==> src/rtl/clk_div_sched_pkg.sv <==
// Shared types and default parameter values for the clock-enable scheduler.
package clk_div_sched_pkg;

   typedef enum logic [1:0] {
      IDLE  = 2'd0,
      ALIGN = 2'd1,
      RUN   = 2'd2,
      DRAIN = 2'd3
   } st_e;

   localparam int NCH_DEF   = 3;
   localparam int DIV_W_DEF = 8;

endpackage

==> src/rtl/clk_div_sched_if.sv <==
// Configuration write bus: a request/ready handshake carrying channel and ratio.
interface clk_div_sched_if
   import clk_div_sched_pkg::*;
#(
   parameter int DIV_W = DIV_W_DEF
) ();

   logic             cfg_valid;
   logic             cfg_ready;
   logic [1:0]       cfg_ch;
   logic [DIV_W-1:0] cfg_div;

   modport master (
      output cfg_valid,
      output cfg_ch,
      output cfg_div,
      input  cfg_ready
   );

   modport slave (
      input  cfg_valid,
      input  cfg_ch,
      input  cfg_div,
      output cfg_ready
   );

endinterface

==> src/rtl/clk_div_chan.sv <==
// One divided channel: ratio register, phase counter, enable pulse, square wave
// and the parked flag used to end a run on a full-period boundary.
module clk_div_chan
   import clk_div_sched_pkg::*;
#(
   parameter int DIV_W = DIV_W_DEF
) (
   input  logic             clk,
   input  logic             rst,
   input  logic             wr,
   input  logic [DIV_W-1:0] wdata,
   input  logic             align,
   input  logic             run,
   input  logic             drain,
   output logic             ch_en,
   output logic             div_clk,
   output logic             parked
);

   logic [DIV_W-1:0] div;
   logic [DIV_W-1:0] cnt;
   logic             dclk;
   logic             park_q;
   logic             en;
   logic             at_zero;
   logic             park_now;
   logic             active;

   // dclk is the level before this cycle's toggle, so the visible wave changes
   // in the same cycle as the enable pulse rather than one cycle later.
   always_comb begin
      en       = (div != '0);
      at_zero  = (cnt == '0);
      park_now = drain && (!en || (at_zero && !dclk));
      active   = en && (run || (drain && !park_q && !park_now));
      ch_en    = active && at_zero;
      div_clk  = en && (dclk ^ ch_en);
      parked   = park_q || park_now;
   end

   always_ff @(posedge clk or negedge rst) begin
      if (!rst) begin
         div    <= '0;
         cnt    <= '0;
         dclk   <= 1'b0;
         park_q <= 1'b0;
      end else begin
         if (wr)
            div <= wdata;
         if (align) begin
            cnt    <= '0;
            dclk   <= 1'b0;
            park_q <= 1'b0;
         end else if (active) begin
            cnt  <= (cnt == div - DIV_W'(1)) ? '0 : cnt + DIV_W'(1);
            dclk <= dclk ^ at_zero;
         end
         if (park_now)
            park_q <= 1'b1;
      end
   end

endmodule

==> src/rtl/clk_div_sched.sv <==
// Programmable clock-enable scheduler: sequences NCH phase-aligned divided
// channels through IDLE/ALIGN/RUN/DRAIN and owns the configuration decode.
module clk_div_sched
   import clk_div_sched_pkg::*;
#(
   parameter int NCH   = NCH_DEF,
   parameter int DIV_W = DIV_W_DEF
) (
   input  logic           clk,
   input  logic           rst,
   clk_div_sched_if.slave cfg,
   input  logic           start,
   input  logic           stop,
   output logic           busy,
   output logic [NCH-1:0] ch_en,
   output logic [NCH-1:0] div_clk
);

   st_e            state;
   st_e            state_nx;
   logic           ready;
   logic           wr_any;
   logic           align_s;
   logic           run_s;
   logic           drain_s;
   logic [NCH-1:0] parked;
   logic           all_parked;

   always_ff @(posedge clk or negedge rst) begin
      if (!rst)
         state <= IDLE;
      else
         state <= state_nx;
   end

   always_comb begin
      state_nx = state;
      case (state)
         IDLE:    if (start) state_nx = ALIGN;
         ALIGN:   state_nx = stop ? DRAIN : RUN;
         RUN:     if (stop) state_nx = DRAIN;
         DRAIN:   if (all_parked) state_nx = IDLE;
         default: state_nx = IDLE;
      endcase
   end

   always_comb begin
      ready   = (state == IDLE);
      busy    = (state != IDLE);
      align_s = (state == ALIGN);
      run_s   = (state == RUN);
      drain_s = (state == DRAIN);
      wr_any  = cfg.cfg_valid && ready;
   end

   assign cfg.cfg_ready = ready;
   assign all_parked    = &parked;

   // Writes addressed past the last channel match no instance and are dropped.
   for (genvar i = 0; i < NCH; i++) begin : g_chan
      clk_div_chan #(
         .DIV_W (DIV_W)
      ) u_chan (
         .clk     (clk),
         .rst     (rst),
         .wr      (wr_any && (cfg.cfg_ch == 2'(i))),
         .wdata   (cfg.cfg_div),
         .align   (align_s),
         .run     (run_s),
         .drain   (drain_s),
         .ch_en   (ch_en[i]),
         .div_clk (div_clk[i]),
         .parked  (parked[i])
      );
   end

endmodule

==> src/flat_wrapper.sv <==
// flat-port wrapper written by rule: the top's interface ports become plain ports
module clk_div_sched_flat import clk_div_sched_pkg::*;
#(
   parameter int NCH   = NCH_DEF,
   parameter int DIV_W = DIV_W_DEF
)
  (clk, rst, start, stop, busy, ch_en, div_clk, cfg_cfg_valid, cfg_cfg_ch, cfg_cfg_div, cfg_cfg_ready);
  clk_div_sched_if #(.DIV_W(DIV_W)) cfg_i ();
  input  logic clk;
  input  logic rst;
  input  logic start;
  input  logic stop;
  output logic busy;
  output logic [NCH-1:0] ch_en;
  output logic [NCH-1:0] div_clk;
  input wire logic [$bits(cfg_i.cfg_valid)-1:0] cfg_cfg_valid;
  input wire logic [$bits(cfg_i.cfg_ch)-1:0] cfg_cfg_ch;
  input wire logic [$bits(cfg_i.cfg_div)-1:0] cfg_cfg_div;
  output wire logic [$bits(cfg_i.cfg_ready)-1:0] cfg_cfg_ready;
  assign cfg_i.cfg_valid = cfg_cfg_valid;
  assign cfg_i.cfg_ch = cfg_cfg_ch;
  assign cfg_i.cfg_div = cfg_cfg_div;
  assign cfg_cfg_ready = cfg_i.cfg_ready;
  clk_div_sched #(.NCH(NCH), .DIV_W(DIV_W)) u_core (.clk(clk), .rst(rst), .cfg(cfg_i), .start(start), .stop(stop), .busy(busy), .ch_en(ch_en), .div_clk(div_clk));
endmodule
==> config.mk <==
export PLATFORM = sky130hd
export DESIGN_NAME = clk_div_sched_flat
export DESIGN_NICKNAME = d
export VERILOG_FILES = /design/src/rtl/clk_div_sched_pkg.sv /design/src/rtl/clk_div_sched_if.sv /design/src/rtl/clk_div_chan.sv /design/src/rtl/clk_div_sched.sv /design/src/flat_wrapper.sv
export SDC_FILE = /design/constraint.sdc
export NUM_CORES = 1
export LEC_CHECK = 0
export ABC_AREA = 1
export BUFFER_PORTS_ARGS = -buffer_cell sky130_fd_sc_hd__buf_2
export CAP_MARGIN = 20
export CORE_MARGIN = 4
export CORE_UTILIZATION = 42
export CTS_CLUSTER_DIAMETER = 80
export DETAILED_ROUTE_END_ITERATION = 10
export PLACE_DENSITY = 0.6
export SYNTH_ARGS = -nofsm -noshare
export SYNTH_HDL_FRONTEND = slang
export SYNTH_SLANG_ARGS = --single-unit
==> constraint.sdc <==
create_clock -name clk -period 1.7 [get_ports clk]
set_input_delay 0.085 -clock clk [delete_from_list [all_inputs] [get_ports clk]]
set_output_delay 0.085 -clock clk [all_outputs]
set_load 0.03 [all_outputs]
==> impl_metrics.tcl <==
set metrics [dict create \
    outcome "finished with violations" \
    violations "negative setup slack" \
    path_max_fanout 3 \
    cts-root-buf "clkbuf_8" \
    cts_max_path_buffers 2 \
    required_ns 1.62 \
    numCtsBuffers 5 \
    grt_pass1_vias 4238 \
    clkTransAtPathRegs_ns 0.12 \
    syn_inst 588 \
    final_cell_mix "nand2_1, buf_4, inv_1, dfrtp_1, nand3_1" \
    rows 35 \
    dieArea_mm2 0.0114 \
    cp_data_arrival_time_ns 2.01 \
    drt_iter0_drc 337 \
    holdWs_ns 0.0382 \
    yosysSeqAreaShare_pct 34.3 \
    setup_violations 35 \
    portBuffers 22 \
    rsz0062_at_grt "true" \
    via_count 4105 \
    min_period_ns 2.09 \
    gp_congestion 0.854 \
    postSynthAreaPerCell_um2 6.95 \
    grt_max_degree 57 \
    wl_per_cell_um 13.6 \
    grt.overflow.total 0 \
    die_y_um 107 \
    powerDensity_mw_per_mm2 1990 \
    synthesis.nets 619 \
    fill_cells 846 \
    layout_commonest_cell "nand2_1" \
    syn_area_mm2 0.00409 \
    worstSkewPairLatency_ns 0.33 \
    fp.coreArea_mm2 0.00937 \
    maxSlewViolCount 0 \
    cp-start-kind "register" \
    area_growth_pct 38.4 \
    grt_util_all_layers_pct 20.5 \
    clock-sinks 56 \
    worstSetupPathType "register to output port" \
    final_nets 734 \
    drt-pass1-iter-count 4 \
    end_kind "output port" \
    via_per_inst 4.93 \
    die_x_um 107 \
    vdd_drop_max_mv 1.43 \
    skew_ns 0.0120 \
    htreeDepth 2 \
    fin_crit_sh_pct 123 \
    initial_utilization_pct 43.6 \
    setup_tns_ns -7.36 \
    drive_above_1_share_pct 36.1 \
    remaining_drc_errors 0 \
    cap_violations 0 \
    io_pins 23 \
    fmax_mhz 477 \
    slew_headroom_pct 73.8 \
    fin_util_pct 60.3 \
    cts_tree "done" \
    dp_hpwl_mm 7.95 \
    antenna_cells 0 \
    grt_pass1_wl_mm 19.1 \
    yosysWarningCount 0 \
    synth.distinct_cells 32 \
    ant_nets 0 \
    p_leak_uw 0.00295 \
    synth_seq_cells 56 \
    worst_slack_ns -0.394 \
    antenna_found_initial 0 \
    drt-total-wl_mm 11.4 \
    max_slew.worst_pin.slew_ns 0.390 \
    hold_viol 0 \
    pre_cts_slack_ns -0.233 \
    hp-class "input port to register" \
]
sequential cells by signal, indices dropped and copies added (netlist names):
name / count
u_core.g_chan.u_chan.dclk: 3
u_core.g_chan.u_chan.div: 24
u_core.g_chan.u_chan.park_q: 3
u_core.g_chan.u_chan.cnt: 24
u_core.state: 2
metrics by stage:
| stage | power [µW] | area, µm² | instances |
|---|---|---|---|
| 4_1_cts | 10300 | 5340 | 826 |
| 3_3_place_gp | 8130 | 4850 | 797 |
| 5_1_grt | 12300 | 5650 | 833 |
| 6_report | 11300 | 5650 | 833 |
| 3_5_place_dp | 8320 | 4850 | 797 |
| 2_1_floorplan | 6550 | 4100 | 588 |
metal layers:
metal	wire (µm)	GRT usage, %	vias up
li1	-	-	2095
met1	5100	25.7	1941
met2	5790	36.5	52
met3	274	2.59	17
met4	204	7.03	0
met5	0	0	-
synth_stat cells:
cell	n	area, µm²
inv_1	80	300
ha_1	16	200
nor2_2	5	31.3
a211oi_1	3	22.5
o211ai_1	1	7.51
clkbuf_2	2	10.0
nand2_1	187	702
buf_4	6	45.0
nor2_4	1	11.3
nor3b_2	1	12.5
xnor2_1	4	35.0
o21ai_1	7	35.0
nor3_1	5	25.0
nand2_2	7	43.8
nor2_1	46	173
a21oi_1	13	65.1
nand3_1	49	245
buf_6	3	33.8
nand3_4	4	70.1
nand3_2	15	150
nand3b_1	1	7.51
nor4_1	3	18.8
clkbuf_4	1	7.51
a21o_1	3	22.5
xor2_1	11	96.3
o22ai_1	1	6.26
o21ai_0	30	150
dfrtp_1	56	1400
nand4_1	10	62.6
inv_2	8	30.0
a21oi_2	6	52.6
clkbuf_1	3	11.3
final cells by class:
class / instances / area, µm² / share of cell area (%)
clock inverters: 3 / 27.5 / 0.487
clock buffers: 5 / 68.8 / 1.22
inverters: 88 / 345 / 6.11
well taps: 129 / 161 / 2.85
flip-flops and latches: 56 / 1400 / 24.8
multi-input cells: 432 / 2670 / 47.2
repair buffers: 120 / 981 / 17.3
cell families (layout without fill, tap and decap cells):
kind of cell | after synthesis | after routing | share of synthesized area [%]
flops | 56 | 56 | 34.3
simple gates | 334 | 337 | 38.0
buf+inv | 103 | 216 | 10.7
fa+ha+maj | 16 | 16 | 4.90
compound gates | 64 | 64 | 8.85
xor+xnor | 15 | 15 | 3.22
what timing repair did:
| item | 4_1_cts | 5_1_grt |
|---|---|---|
| hold buffers | 1 | 0 |
| gates resized for setup | 63 | 73 |
| buffers inserted | 20 | 10 |
| endpoints found under the hold margin | 56 | 0 |
| cloned | 3 | 1 |
| pin swaps | 25 | 23 |
| endpoints found under the setup margin | 35 | 46 |
worst paths after layout:
path	start	endpoint	slack, ns	depth (start not counted)
setup / recovery	u_core.g_chan[1].u_chan.cnt[0]	div_clk[1]	-0.39	12
setup reg to reg	u_core.g_chan[1].u_chan.cnt[0]	u_core.state[1]	-0.28	13
hold reg to reg	u_core.g_chan[0].u_chan.park_q	u_core.g_chan[0].u_chan.park_q	0.49	1
min in group asynchronous	rst	u_core.g_chan[1].u_chan.div[2]	0.28	3
max in group asynchronous	rst	u_core.g_chan[2].u_chan.dclk	1.13	3
hold / removal	cfg_cfg_div[5]	u_core.g_chan[1].u_chan.div[5]	0.04	3
power breakdown:
group          total (µW)  leakage, µW  internal, µW  switching, µW
clock                 813    0.0000463           304            508
sequential           2360     0.000729          1810            548
combinational        8080      0.00217          3570           4510
total               11300      0.00295          5690           5560
critical path, stage by stage, from the launching register on:
cell	delay, ns
dfrtp_1	0.40
inv_2	0.08
ha_4	0.14
nand3_4	0.06
nor4_4	0.21
ha_2	0.24
inv_2	0.05
nand3_4	0.07
nand2_4	0.07
nand2_4	0.08
nand3_2	0.07
o21ai_2	0.07
buf_6	0.15
(Power assumes the default switching activity.)
